==> src/rtl/mpc_vec4_serializer_if.sv <==
// Bus bundle for mpc_vec4_serializer: vector input handshake, register bank
// outputs feeding the 4:1 operand mux, and the serial output handshake.
// The slave modport is the serializer itself; master is its environment.
interface mpc_vec4_serializer_if #(
   parameter int DATA_WIDTH = 32
);
   logic [DATA_WIDTH-1:0] in_vec0;
   logic [DATA_WIDTH-1:0] in_vec1;
   logic [DATA_WIDTH-1:0] in_vec2;
   logic [DATA_WIDTH-1:0] in_vec3;
   logic                  in_vld;
   logic                  in_rdy;
   logic [DATA_WIDTH-1:0] bank0;
   logic [DATA_WIDTH-1:0] bank1;
   logic [DATA_WIDTH-1:0] bank2;
   logic [DATA_WIDTH-1:0] bank3;
   logic [1:0]            sel;
   logic                  out_vld;
   logic                  out_rdy;
   logic                  out_last;
   logic                  busy;

   modport master (
      output in_vec0, in_vec1, in_vec2, in_vec3, in_vld, out_rdy,
      input  in_rdy, bank0, bank1, bank2, bank3, sel, out_vld, out_last, busy
   );

   modport slave (
      input  in_vec0, in_vec1, in_vec2, in_vec3, in_vld, out_rdy,
      output in_rdy, bank0, bank1, bank2, bank3, sel, out_vld, out_last, busy
   );
endinterface

==> src/rtl/mpc_vec4_serializer.sv <==
// Vector-to-serial front end for the controller's 4:1 operand mux.
// A whole vector is captured into the bank in one transfer; the mux select
// then walks over the first NUM_ELEM elements, one per accepted output beat.
// A new vector may be taken during the last beat so streaming has no bubble.
// NUM_ELEM must be 2..4; DATA_WIDTH must match the interface instance.
module mpc_vec4_serializer #(
   parameter int DATA_WIDTH = 32,
   parameter int NUM_ELEM   = 4,
   parameter int REVERSE    = 0
) (
   input  logic                   ap_clk,
   input  logic                   ap_rst_n,
   mpc_vec4_serializer_if.slave   bus
);

   localparam logic [1:0] FIRST_SEL = (REVERSE != 0) ? 2'(NUM_ELEM - 1) : 2'd0;
   localparam logic [1:0] LAST_CNT  = 2'(NUM_ELEM - 1);

   typedef enum logic {
      IDLE,
      STREAM
   } state_t;

   state_t     state;
   logic [1:0] cnt;
   logic       accept;
   logic       beat;

   // Ready to take a vector when idle, or during the final beat of a vector.
   // The STREAM term is a deliberate combinational path from out_rdy.
   always_comb begin
      // NOTE: default first so every path assigns in_rdy and no latch is inferred.
      bus.in_rdy = 1'b0;
      if (ap_rst_n) begin
         if (state == IDLE) begin
            bus.in_rdy = 1'b1;
         end else begin
            bus.in_rdy = bus.out_vld && bus.out_rdy && bus.out_last;
         end
      end
   end

   assign accept = bus.in_vld && bus.in_rdy;
   assign beat   = bus.out_vld && bus.out_rdy;

   // Bank registers load only on an input accept and are otherwise held.
   always_ff @(posedge ap_clk or negedge ap_rst_n) begin
      // NOTE: the bank is reset because it drives the mux directly and a
      // reset mid-stream must visibly discard the held vector.
      if (!ap_rst_n) begin
         bus.bank0 <= {DATA_WIDTH{1'b0}};
         bus.bank1 <= {DATA_WIDTH{1'b0}};
         bus.bank2 <= {DATA_WIDTH{1'b0}};
         bus.bank3 <= {DATA_WIDTH{1'b0}};
      end else if (accept) begin
         // NOTE: non-blocking assignments for all clocked state so every
         // register samples pre-edge values regardless of statement order.
         bus.bank0 <= bus.in_vec0;
         bus.bank1 <= bus.in_vec1;
         bus.bank2 <= bus.in_vec2;
         bus.bank3 <= bus.in_vec3;
      end
   end

   // Two-state sequencer owning the element counter, select and all status outputs.
   always_ff @(posedge ap_clk or negedge ap_rst_n) begin
      if (!ap_rst_n) begin
         state        <= IDLE;
         cnt          <= 2'd0;
         bus.sel      <= 2'd0;
         bus.out_vld  <= 1'b0;
         bus.out_last <= 1'b0;
         bus.busy     <= 1'b0;
      end else begin
         case (state)
            IDLE: begin
               if (accept) begin
                  state        <= STREAM;
                  cnt          <= 2'd0;
                  bus.sel      <= FIRST_SEL;
                  bus.out_vld  <= 1'b1;
                  bus.out_last <= 1'b0;
                  bus.busy     <= 1'b1;
               end
            end
            STREAM: begin
               if (beat) begin
                  if (bus.out_last) begin
                     if (accept) begin
                        // Reload without a bubble: restart the walk on the new vector.
                        cnt          <= 2'd0;
                        bus.sel      <= FIRST_SEL;
                        bus.out_last <= 1'b0;
                     end else begin
                        state        <= IDLE;
                        bus.out_vld  <= 1'b0;
                        bus.out_last <= 1'b0;
                        bus.busy     <= 1'b0;
                     end
                  end else begin
                     cnt          <= cnt + 2'd1;
                     bus.sel      <= (REVERSE != 0) ? bus.sel - 2'd1 : bus.sel + 2'd1;
                     bus.out_last <= ((cnt + 2'd1) == LAST_CNT);
                  end
               end
            end
            default: begin
               state        <= IDLE;
               bus.out_vld  <= 1'b0;
               bus.out_last <= 1'b0;
               bus.busy     <= 1'b0;
            end
         endcase
      end
   end

endmodule

==> src/flat_wrapper.sv <==
// flat-port wrapper written by rule: the top's interface ports become plain ports
module mpc_vec4_serializer_flat 
#(
   parameter int DATA_WIDTH = 32,
   parameter int NUM_ELEM   = 4,
   parameter int REVERSE    = 0
)
  (ap_clk, ap_rst_n, bus_in_vec0, bus_in_vec1, bus_in_vec2, bus_in_vec3, bus_in_vld, bus_out_rdy, bus_in_rdy, bus_bank0, bus_bank1, bus_bank2, bus_bank3, bus_sel, bus_out_vld, bus_out_last, bus_busy);
  mpc_vec4_serializer_if #(.DATA_WIDTH(DATA_WIDTH)) bus_i ();
  input  logic ap_clk;
  input  logic ap_rst_n;
  input wire logic [$bits(bus_i.in_vec0)-1:0] bus_in_vec0;
  input wire logic [$bits(bus_i.in_vec1)-1:0] bus_in_vec1;
  input wire logic [$bits(bus_i.in_vec2)-1:0] bus_in_vec2;
  input wire logic [$bits(bus_i.in_vec3)-1:0] bus_in_vec3;
  input wire logic [$bits(bus_i.in_vld)-1:0] bus_in_vld;
  input wire logic [$bits(bus_i.out_rdy)-1:0] bus_out_rdy;
  output wire logic [$bits(bus_i.in_rdy)-1:0] bus_in_rdy;
  output wire logic [$bits(bus_i.bank0)-1:0] bus_bank0;
  output wire logic [$bits(bus_i.bank1)-1:0] bus_bank1;
  output wire logic [$bits(bus_i.bank2)-1:0] bus_bank2;
  output wire logic [$bits(bus_i.bank3)-1:0] bus_bank3;
  output wire logic [$bits(bus_i.sel)-1:0] bus_sel;
  output wire logic [$bits(bus_i.out_vld)-1:0] bus_out_vld;
  output wire logic [$bits(bus_i.out_last)-1:0] bus_out_last;
  output wire logic [$bits(bus_i.busy)-1:0] bus_busy;
  assign bus_i.in_vec0 = bus_in_vec0;
  assign bus_i.in_vec1 = bus_in_vec1;
  assign bus_i.in_vec2 = bus_in_vec2;
  assign bus_i.in_vec3 = bus_in_vec3;
  assign bus_i.in_vld = bus_in_vld;
  assign bus_i.out_rdy = bus_out_rdy;
  assign bus_in_rdy = bus_i.in_rdy;
  assign bus_bank0 = bus_i.bank0;
  assign bus_bank1 = bus_i.bank1;
  assign bus_bank2 = bus_i.bank2;
  assign bus_bank3 = bus_i.bank3;
  assign bus_sel = bus_i.sel;
  assign bus_out_vld = bus_i.out_vld;
  assign bus_out_last = bus_i.out_last;
  assign bus_busy = bus_i.busy;
  mpc_vec4_serializer #(.DATA_WIDTH(DATA_WIDTH), .NUM_ELEM(NUM_ELEM), .REVERSE(REVERSE)) u_core (.ap_clk(ap_clk), .ap_rst_n(ap_rst_n), .bus(bus_i));
endmodule
==> config.mk <==
export PLATFORM = sky130hd
export DESIGN_NAME = mpc_vec4_serializer_flat
export DESIGN_NICKNAME = d
export VERILOG_FILES = /design/src/rtl/mpc_vec4_serializer_if.sv /design/src/rtl/mpc_vec4_serializer.sv /design/src/flat_wrapper.sv
export SDC_FILE = /design/constraint.sdc
export NUM_CORES = 1
export LEC_CHECK = 0
export ABC_CLOCK_PERIOD_IN_PS = 1700
export BUFFER_PORTS_ARGS = -buffer_cell sky130_fd_sc_hd__buf_2
export CORE_MARGIN = 2
export CORE_UTILIZATION = 25
export CTS_BUF_LIST = sky130_fd_sc_hd__clkbuf_8
export DETAILED_ROUTE_END_ITERATION = 12
export PLACE_DENSITY = 0.6
export SYNTH_ARGS = -nofsm -noshare
export SYNTH_HDL_FRONTEND = slang
export SYNTH_SLANG_ARGS = --single-unit
==> constraint.sdc <==
create_clock -name ap_clk -period 1.7 [get_ports ap_clk]
set_clock_uncertainty 0.15 [all_clocks]
set_input_delay 0.17 -clock ap_clk [delete_from_list [all_inputs] [get_ports ap_clk]]
set_output_delay 0.17 -clock ap_clk [all_outputs]
set_load 0.02 [all_outputs]
; ---- After elaboration in Yosys (flattened, before gate mapping)
; Cells that the tools add are included.
; Widths: inputs -> output; s select.
[word_totals]
register_bits = 135
latch_bits = 0
ramBits = 0
romBits = 0
out_inout_bits = 134
mem_count = 0
[op_classes]
addsub = 2
n_mul = 0
n_div = 0
order_cmp = 0
n_eq_ne = 5
n_shift = 0
n_mux = 23
bitwise = 1
reduce_logical = 5
[ops]
columns = cell, n
row1 = $mux 1, 12
row2 = $mux 2, 6
row3 = $pmux 2 s2, 2
row4 = $pmux 1 s2, 3
row5 = $add 2x1->2 const B, 2
row6 = $ne 2x1->1 const B, 2
row7 = $ne 2x2->1 const B, 2
row8 = $reduce_and 4->1, 1
row9 = $logic_and 1x1->1, 3
row10 = $eq 2x2->1 const B, 1
row11 = $reduce_and 2->1, 1
row12 = $not 1->1, 1

; ---- Longest topological paths before layout
; Gate-level depths: netlist of the first run.
[logic_depth]
depth_word = 9
depth_mapped = 5
ltp_nobuf = 5

; ---- Worst setup path before layout of the first run
; OpenSTA, ideal clock, no wires.
[synth_timing]
kind = flip-flop to flip-flop
start = register u_core.bus.out_vld
end = register u_core.bus.bank1[0]
setup_ns = 0.125
arrival_time_ns = 1.537
required_ns = 1.425
slack_ns = -0.112
path_stages_with_launch = 6
n_path_buf = 2
cell_sequence = dfrtp_1 -> nand3_1 -> a21oi_2 -> buf_4 -> buf_8 -> mux2_2
[synth_via]
elab_chain_cells = 5
[synth_lines]
columns = item, line
row1 = from (decl), mpc_vec4_serializer_if.sv:30  ; output in_rdy, bank0, bank1, bank2, bank3, sel, out_vld, out_last, busy
row2 = from (signal assigned), mpc_vec4_serializer.sv:71  ; bus.out_vld <= 1'b0;
row3 = from (signal assigned), mpc_vec4_serializer.sv:81  ; bus.out_vld <= 1'b1;
row4 = from (signal assigned), mpc_vec4_serializer.sv:96  ; bus.out_vld <= 1'b0;
row5 = $logic_and 1x1->1 (2 in series), mpc_vec4_serializer.sv:38  ; bus.in_rdy = bus.out_vld && bus.out_rdy && bus.out_last;
row6 = $mux 1, mpc_vec4_serializer.sv:35  ; if (state == IDLE) begin
row7 = $mux 1, mpc_vec4_serializer.sv:34  ; if (ap_rst_n) begin
row8 = $logic_and 1x1->1, mpc_vec4_serializer.sv:43  ; assign accept = bus.in_vld && bus.in_rdy;
row9 = to (signal assigned), mpc_vec4_serializer.sv:52  ; bus.bank1 <= {DATA_WIDTH{1'b0}};
row10 = to (signal assigned), mpc_vec4_serializer.sv:59  ; bus.bank1 <= bus.in_vec1;
row11 = to (decl), mpc_vec4_serializer_if.sv:30
; Every way passes these cells.
; A chain may end at the register's enable or synchronous reset.

; ---- Worst setup path after layout of the first run
[layout_timing]
start = input port ap_rst_n
end = register u_core.bus.bank0[6]
[layout_via]
elab_chain_cells = 2
[layout_lines]
columns = item, line
row1 = from (decl), flat_wrapper.sv:11  ; input logic ap_rst_n;
row2 = $mux 1, mpc_vec4_serializer.sv:34
row3 = $logic_and 1x1->1, mpc_vec4_serializer.sv:43
row4 = to (signal assigned), mpc_vec4_serializer.sv:51  ; bus.bank0 <= {DATA_WIDTH{1'b0}};
row5 = to (signal assigned), mpc_vec4_serializer.sv:58  ; bus.bank0 <= bus.in_vec0;
row6 = to (decl), mpc_vec4_serializer_if.sv:30
; Every way passes these cells.

==> out/summary.json, run 1 <==
{
  "place": {
    "routability_cong": 0.7262,
    "port-buffer-count": 265,
    "place.detailed.hpwl_um": 9225,
    "dpl_cell_area_um2": 6983
  },
  "sta": {
    "maxSlewViolCount": 0,
    "hold_viol": 0,
    "slew-limit-headroom_pct": 35.89,
    "maxClockFrequency_mhz": 588.6,
    "finalSetupViolations": 0,
    "layout_worst_path_cycle_share_pct": 99.93,
    "worst-slew-pin-transition_ns": 0.9617,
    "hold-worst-slack_ns": 0.1545,
    "fin_tns_setup_ns": 0,
    "period_needed_ns": 1.699,
    "grt_setup_unrepaired": "yes"
  },
  "final_layout": {
    "nFillCells": 1803,
    "antenna-diode-count": 0,
    "finalCoreUtilization_pct": 43.14,
    "layout.nets": 869,
    "final_layout_size_suffix_gt1_share_pct": 60.70,
    "design_area_um2": 8786,
    "area_delta_synth_final_pct": 68.51
  },
  "drt": {
    "totalWireLength_um": 14700,
    "drcViolationCount": 0,
    "route.detailed.wl_per_inst_um": 14.44,
    "antenna_left": 0,
    "via_per_inst": 4.126,
    "drt_first_iter_violations": 64,
    "drt_pass1_iterations": 4,
    "num_vias": 4200
  },
  "floorplan": {
    "floorplan.io_pins": 266,
    "floorplan.core_area_um2": 20360,
    "die_extent_in_x_um": 148.4,
    "initial_utilization_pct": 25.60,
    "core.rowCount": 52,
    "die_h_um": 148.4,
    "die_ar_um2": 22030
  },
  "flow_run": {
    "maxCapViolCount": 0
  },
  "critical_path": {
    "reg2reg_slack_ns": 0.03,
    "cp.required_ns": 1.86,
    "setup.worst_path.end_class": "flop",
    "critical_path.cell_chain": "buf_6 > dlygate4sd3_1 > nand2_1 > a21oi_4 > buf_12 > clkbuf_16 > mux2_2",
    "worst-path-max-fanout": 10,
    "cp.arrival_ns": 1.86,
    "worst_path_dominant_cell_family": "buffers and inverters",
    "cp_slowest_cell": "dlygate4sd3_1",
    "buffers_inverters_on_critical_path": 4,
    "cpPeakStageDelay_ns": 0.61,
    "path_class": "in2reg",
    "startpoint_type": "primary input"
  },
  "yosys": {
    "post_synth_main_area_contributors": "dfrtp_1 (65%), mux2_2 (28%), buf_6 (2.4%)",
    "post_synth_edffs": 0,
    "synthArstFlopShare_pct": 100.0,
    "yosys_warnings": 0,
    "synth.largest_area_cell": "dfrtp_1",
    "post_synth_most_frequent_cells": "dfrtp_1 (135), mux2_2 (128), buf_6 (11)",
    "postSynthRegisterBits": 135,
    "synthesis.instances": 313,
    "dominantRegCellSynth": "dfrtp_1",
    "post_synthesis_area_per_instance_um2": 16.66,
    "synthesis.area_um2": 5214,
    "post-synth-top-count-cell": "dfrtp_1",
    "postSynthNetCount": 446,
    "synth.distinct_cells": 26,
    "sequential_area_share_after_synthesis_pct": 64.79,
    "synthDominantCellAreaShare_pct": 64.79
  },
  "worst_hold_path": {
    "worst_hold_path_type": "in2reg"
  },
  "global_route": {
    "pin_count_of_the_biggest_net_entering_global_routing": 76,
    "grt_pass1_vias": 4439,
    "grt_pass1_wl_um": 22670,
    "grt_antenna_before_repair": 0,
    "track_usage_pct": 13.04,
    "gr-total-overflow": 0
  },
  "clock_network": {
    "clock_insertion_delay_worst_skew_ns": 0.42,
    "clock-root-buffer": "clkbuf_8",
    "numClockSinks": 135,
    "cts.path.max_buffers": 2,
    "cts-buffers-inserted": 17,
    "cts.clk_slew.worst_paths_ns": 0.08,
    "tritoncts": "built",
    "cts.htree.levels": 4
  },
  "power_and_ir_drop": {
    "power.density_cell_area_nw_per_um2": 1249,
    "worst_ir_drop_vdd_v": 0.0005612,
    "design_power_total_uw": 10970,
    "p_leak_uw": 0.004304
  },
  "outcome": {
    "status": "finished clean"
  }
}
[metrics by stage]
stage | std cells | worst slack (ns)
2_1_floorplan | 313 | -0.001422
3_3_place_gp | 852 | 0.004378
5_1_grt | 1018 | -0.02031
4_1_cts | 1015 | 0.001315
6_report | 1018 | 0.001195
3_5_place_dp | 852 | -0.02554
[metal layers]
metal  vias up  GRT usage, %  wire, um
li1       1961             -         -
met1      2029         14.73      5819
met2       187         22.43      7432
met3        23         4.325      1103
met4         0         5.857       348
met5         -             0         0
[power breakdown]
part	leakage, uW	switching [uW]	internal (uW)
clock network	0.000197	1290	1410
registers	0.00165	474	4140
logic	0.00245	2030	1630
[worst register-to-register path: stages (launching register included)]
cell and delay [ns]:
dfrtp_1 0.39, buf_4 0.14, a21oi_4 0.18, buf_12 0.19
clkbuf_16 0.18, mux2_2 0.33
[state kept, by name, summed over array words and instances, names as in the netlist]
| name | count |
|---|---|
| u_core.bus.bank3 | 32 |
| u_core.bus.sel | 2 |
| u_core.bus.bank1 | 32 |
| u_core.state | 1 |
| u_core.bus.out_vld | 1 |
| u_core.cnt | 2 |
| u_core.bus.out_last | 1 |
| u_core.bus.bank2 | 32 |
| u_core.bus.bank0 | 32 |
[layout make-up]
cell class	count	area (um^2)	share of cell area, %
clock buffers	20	275.3	3.133
clock inverters	11	123.9	1.410
repair buffers	420	2978	33.89
multi-input cells	159	1679	19.11
well taps	270	337.8	3.845
flip-flops and latches	135	3381	38.48
inverters	3	11.26	0.1282
[kinds of logic (layout without fill, tap and decap cells)]
family / Yosys count / count (layout) / synth area share, %
AO/OA/AOI/OAI: 12 / 12 / 1.728
adder cells (fa/ha/maj): 1 / 1 / 0.2399
buffers and inverters: 19 / 454 / 3.552
flip-flops: 135 / 135 / 64.79
multiplexers: 130 / 130 / 28.03
AND/OR/NAND/NOR: 16 / 16 / 1.656
[cell usage in the layout (no fill, tap or decap), types with 3 or more instances in the layout]
cell type,synthesis,final
clkinvlp_4,0,3
mux2_2,128,127
buf_12,0,9
nand2_1,7,6
buf_4,2,13
inv_1,3,3
clkinv_2,0,3
clkbuf_8,0,20
dfrtp_1,135,133
dlygate4sd3_1,0,131
buf_2,0,263
[worst paths after layout]
| check | start | end | depth (start not counted) |
|---|---|---|---|
| setup / recovery | ap_rst_n | u_core.bus.bank0[6] | 7 |
| setup reg to reg | u_core.state | u_core.bus.bank0[6] | 5 |
| hold reg to reg | u_core.bus.bank2[17] | u_core.bus.bank2[17] | 1 |
| hold / removal | bus_out_rdy | u_core.bus.out_vld | 5 |
| max in group asynchronous | ap_rst_n | u_core.bus.bank3[17] | 3 |
| min in group asynchronous | ap_rst_n | u_core.bus.out_vld | 3 |
[repair_timing]
action | CTS | global route
gates resized for setup | 4 | 3
hold buffers | 131 | 0
pin swaps | 1 | 0
gates cloned | 0 | 2
endpoints found under the hold margin | 265 | 0
setup endpoints to repair | 95 | 48
setup buffers | 1 | 1
No activity file was read; power rests on OpenSTA's default activity.
==> run 2: changes to the inputs <==
--- a/config.mk
+++ b/config.mk
@@ -11,7 +11,8 @@
 export CORE_UTILIZATION = 25
 export CTS_BUF_LIST = sky130_fd_sc_hd__clkbuf_8
 export DETAILED_ROUTE_END_ITERATION = 12
-export PLACE_DENSITY = 0.6
+export HOLD_SLACK_MARGIN = 0.15
+export PLACE_DENSITY = 0.52
 export SYNTH_ARGS = -nofsm -noshare
 export SYNTH_HDL_FRONTEND = slang
 export SYNTH_SLANG_ARGS = --single-unit
==> run 2 against run 1 <==
Compared with the run above:
- die area is the same
- clock power grew 17%
- maximum frequency grew 1.0%
- power grew 4.2%
==> out/summary.json, run 2 (same netlist as run 1, synthesis figures left out) <==
{
  "global_route": {
    "grt_pass1_vias": 4574,
    "gr-total-overflow": 0,
    "grt_antenna_before_repair": 0,
    "pin_count_of_the_biggest_net_entering_global_routing": 75,
    "track_usage_pct": 12.93,
    "grt_pass1_wl_um": 22510
  },
  "clock_network": {
    "clock-root-buffer": "clkbuf_8",
    "cts.clk_slew.worst_paths_ns": 0.08,
    "numClockSinks": 135,
    "cts-buffers-inserted": 17,
    "tritoncts": "built",
    "cts.htree.levels": 4,
    "cts.path.max_buffers": 2,
    "clock_insertion_delay_worst_skew_ns": 0.43
  },
  "floorplan": {
    "floorplan.io_pins": 266,
    "die_ar_um2": 22030,
    "core.rowCount": 52,
    "initial_utilization_pct": 25.60,
    "floorplan.core_area_um2": 20360,
    "die_h_um": 148.4,
    "die_extent_in_x_um": 148.4
  },
  "sta": {
    "maxSlewViolCount": 0,
    "hold_viol": 0,
    "grt_setup_unrepaired": "yes",
    "maxClockFrequency_mhz": 594.8,
    "finalSetupViolations": 0,
    "final_critical_path_setup_slack_ns": 0.01869,
    "worst-slew-pin-transition_ns": 0.9645,
    "fin_tns_setup_ns": 0,
    "layout_worst_path_cycle_share_pct": 98.90,
    "slew-limit-headroom_pct": 35.70,
    "period_needed_ns": 1.681
  },
  "final_layout": {
    "design_area_um2": 8791,
    "area_delta_synth_final_pct": 68.61,
    "final_layout_size_suffix_gt1_share_pct": 60.56,
    "final_cell_count_no_fill": 1018,
    "antenna-diode-count": 0,
    "layout_common_cells": "buf_2 (263), dfrtp_1 (133), dlygate4sd3_1 (132)",
    "ff_latch_area_um2": 3381,
    "mostFrequentLayoutCell": "buf_2",
    "multiInputGateArea_um2": 1679,
    "nFillCells": 1867,
    "layout.nets": 868
  },
  "place": {
    "routability_cong": 0.7498,
    "port-buffer-count": 265,
    "placedCellCount": 852,
    "dpl_cell_area_um2": 6933,
    "dp_slack_ns": -0.009942,
    "place.detailed.hpwl_um": 9904
  },
  "power_and_ir_drop": {
    "power.density_cell_area_nw_per_um2": 1300,
    "worst_ir_drop_vdd_v": 0.0005968,
    "p_leak_uw": 0.004325
  },
  "critical_path": {
    "cp.arrival_ns": 1.85,
    "worst-path-max-fanout": 23,
    "reg_to_reg_critical_path_startpoint": "u_core.state",
    "cp.required_ns": 1.86,
    "crit_path_start": "bus_out_rdy",
    "path_class": "in2reg",
    "startpoint_type": "primary input",
    "setup.worst_path.end_class": "flop"
  },
  "drt": {
    "num_vias": 4137,
    "via_per_inst": 4.064,
    "drcViolationCount": 0,
    "route.detailed.wl_per_inst_um": 14.03,
    "drt_first_iter_violations": 99,
    "antenna_left": 0,
    "totalWireLength_um": 14280,
    "drt_pass1_iterations": 4
  },
  "outcome": {
    "status": "finished clean"
  },
  "worst_hold_path": {
    "worst_hold_path_type": "in2async"
  },
  "flow_run": {
    "maxCapViolCount": 0
  }
}
[run 2: worst paths after layout]
| check | cells past startpoint | endpoint | slack [ns] |
|---|---|---|---|
| min reg2reg | 1 | u_core.bus.bank0[21] | 0.35 |
| min | 3 | u_core.bus.sel[1] | 0.33 |
| max | 7 | u_core.bus.bank0[16] | 0.02 |
| max in group asynchronous | 3 | u_core.bus.bank0[23] | 0.35 |
| min in group ap_clk | 1 | u_core.bus.bank0[21] | 0.35 |
| max reg2reg | 5 | u_core.bus.bank0[16] | 0.05 |
[run 2: per-stage QoR]
stage / power, uW / hold WS [ns] / util (%)
after CTS: 11580 / 0.3064 / 43.05
after global routing: 12050 / 0.3239 / 43.17
after detailed placement: 8117 / 0.2460 / 34.04
final: 11430 / 0.3304 / 43.17
after floorplan: 6663 / -0.2756 / -
after global placement: 8015 / 0.2219 / 34.04
[run 2: layout make-up]
| class | count | area share [%] |
|---|---|---|
| inverters | 3 | 0.1281 |
| repair buffers | 419 | 32.98 |
| flip-flops and latches | 135 | 38.46 |
| multi-input cells | 159 | 19.10 |
| clock inverters | 11 | 2.206 |
| well taps | 270 | 3.843 |
| clock buffers | 21 | 3.288 |
[run 2: metal layers]
| layer | part of all wire [%] | vias up | GRT usage [%] | routed length [um] |
|---|---|---|---|---|
| li1 | - | 1950 | - | - |
| met1 | 38 | 2016 | 13.98 | 5490 |
| met2 | 53 | 162 | 23.77 | 7638 |
| met3 | 6.9 | 9 | 4.110 | 982 |
| met4 | 1.2 | 0 | 4.476 | 168 |
| met5 | 0 | - | 0 | 0 |
[run 2: timing repair]
item,in CTS,in global routing
setup endpoints to repair,45,77
resized for setup,5,4
pin swaps,1,0
setup buffers,1,1
hold buffers,132,0
hold endpoints to repair,268,0
[run 2: critical path, cell delays in order]
cell           delay [ns]
dlygate4sd3_1        0.52
buf_2                0.15
nand3_4              0.10
a21oi_4              0.20
buf_6                0.16
buf_12               0.17
mux2_2               0.36
[run 2: power breakdown]
group          switching (uW)  total [uW]  internal (uW)  leakage (uW)
Combinational            2030        3660           1630       0.00243
Sequential                475        4620           4140       0.00165
Clock                    1250        3160           1910      0.000242
Total                    3750       11400           7680       0.00433
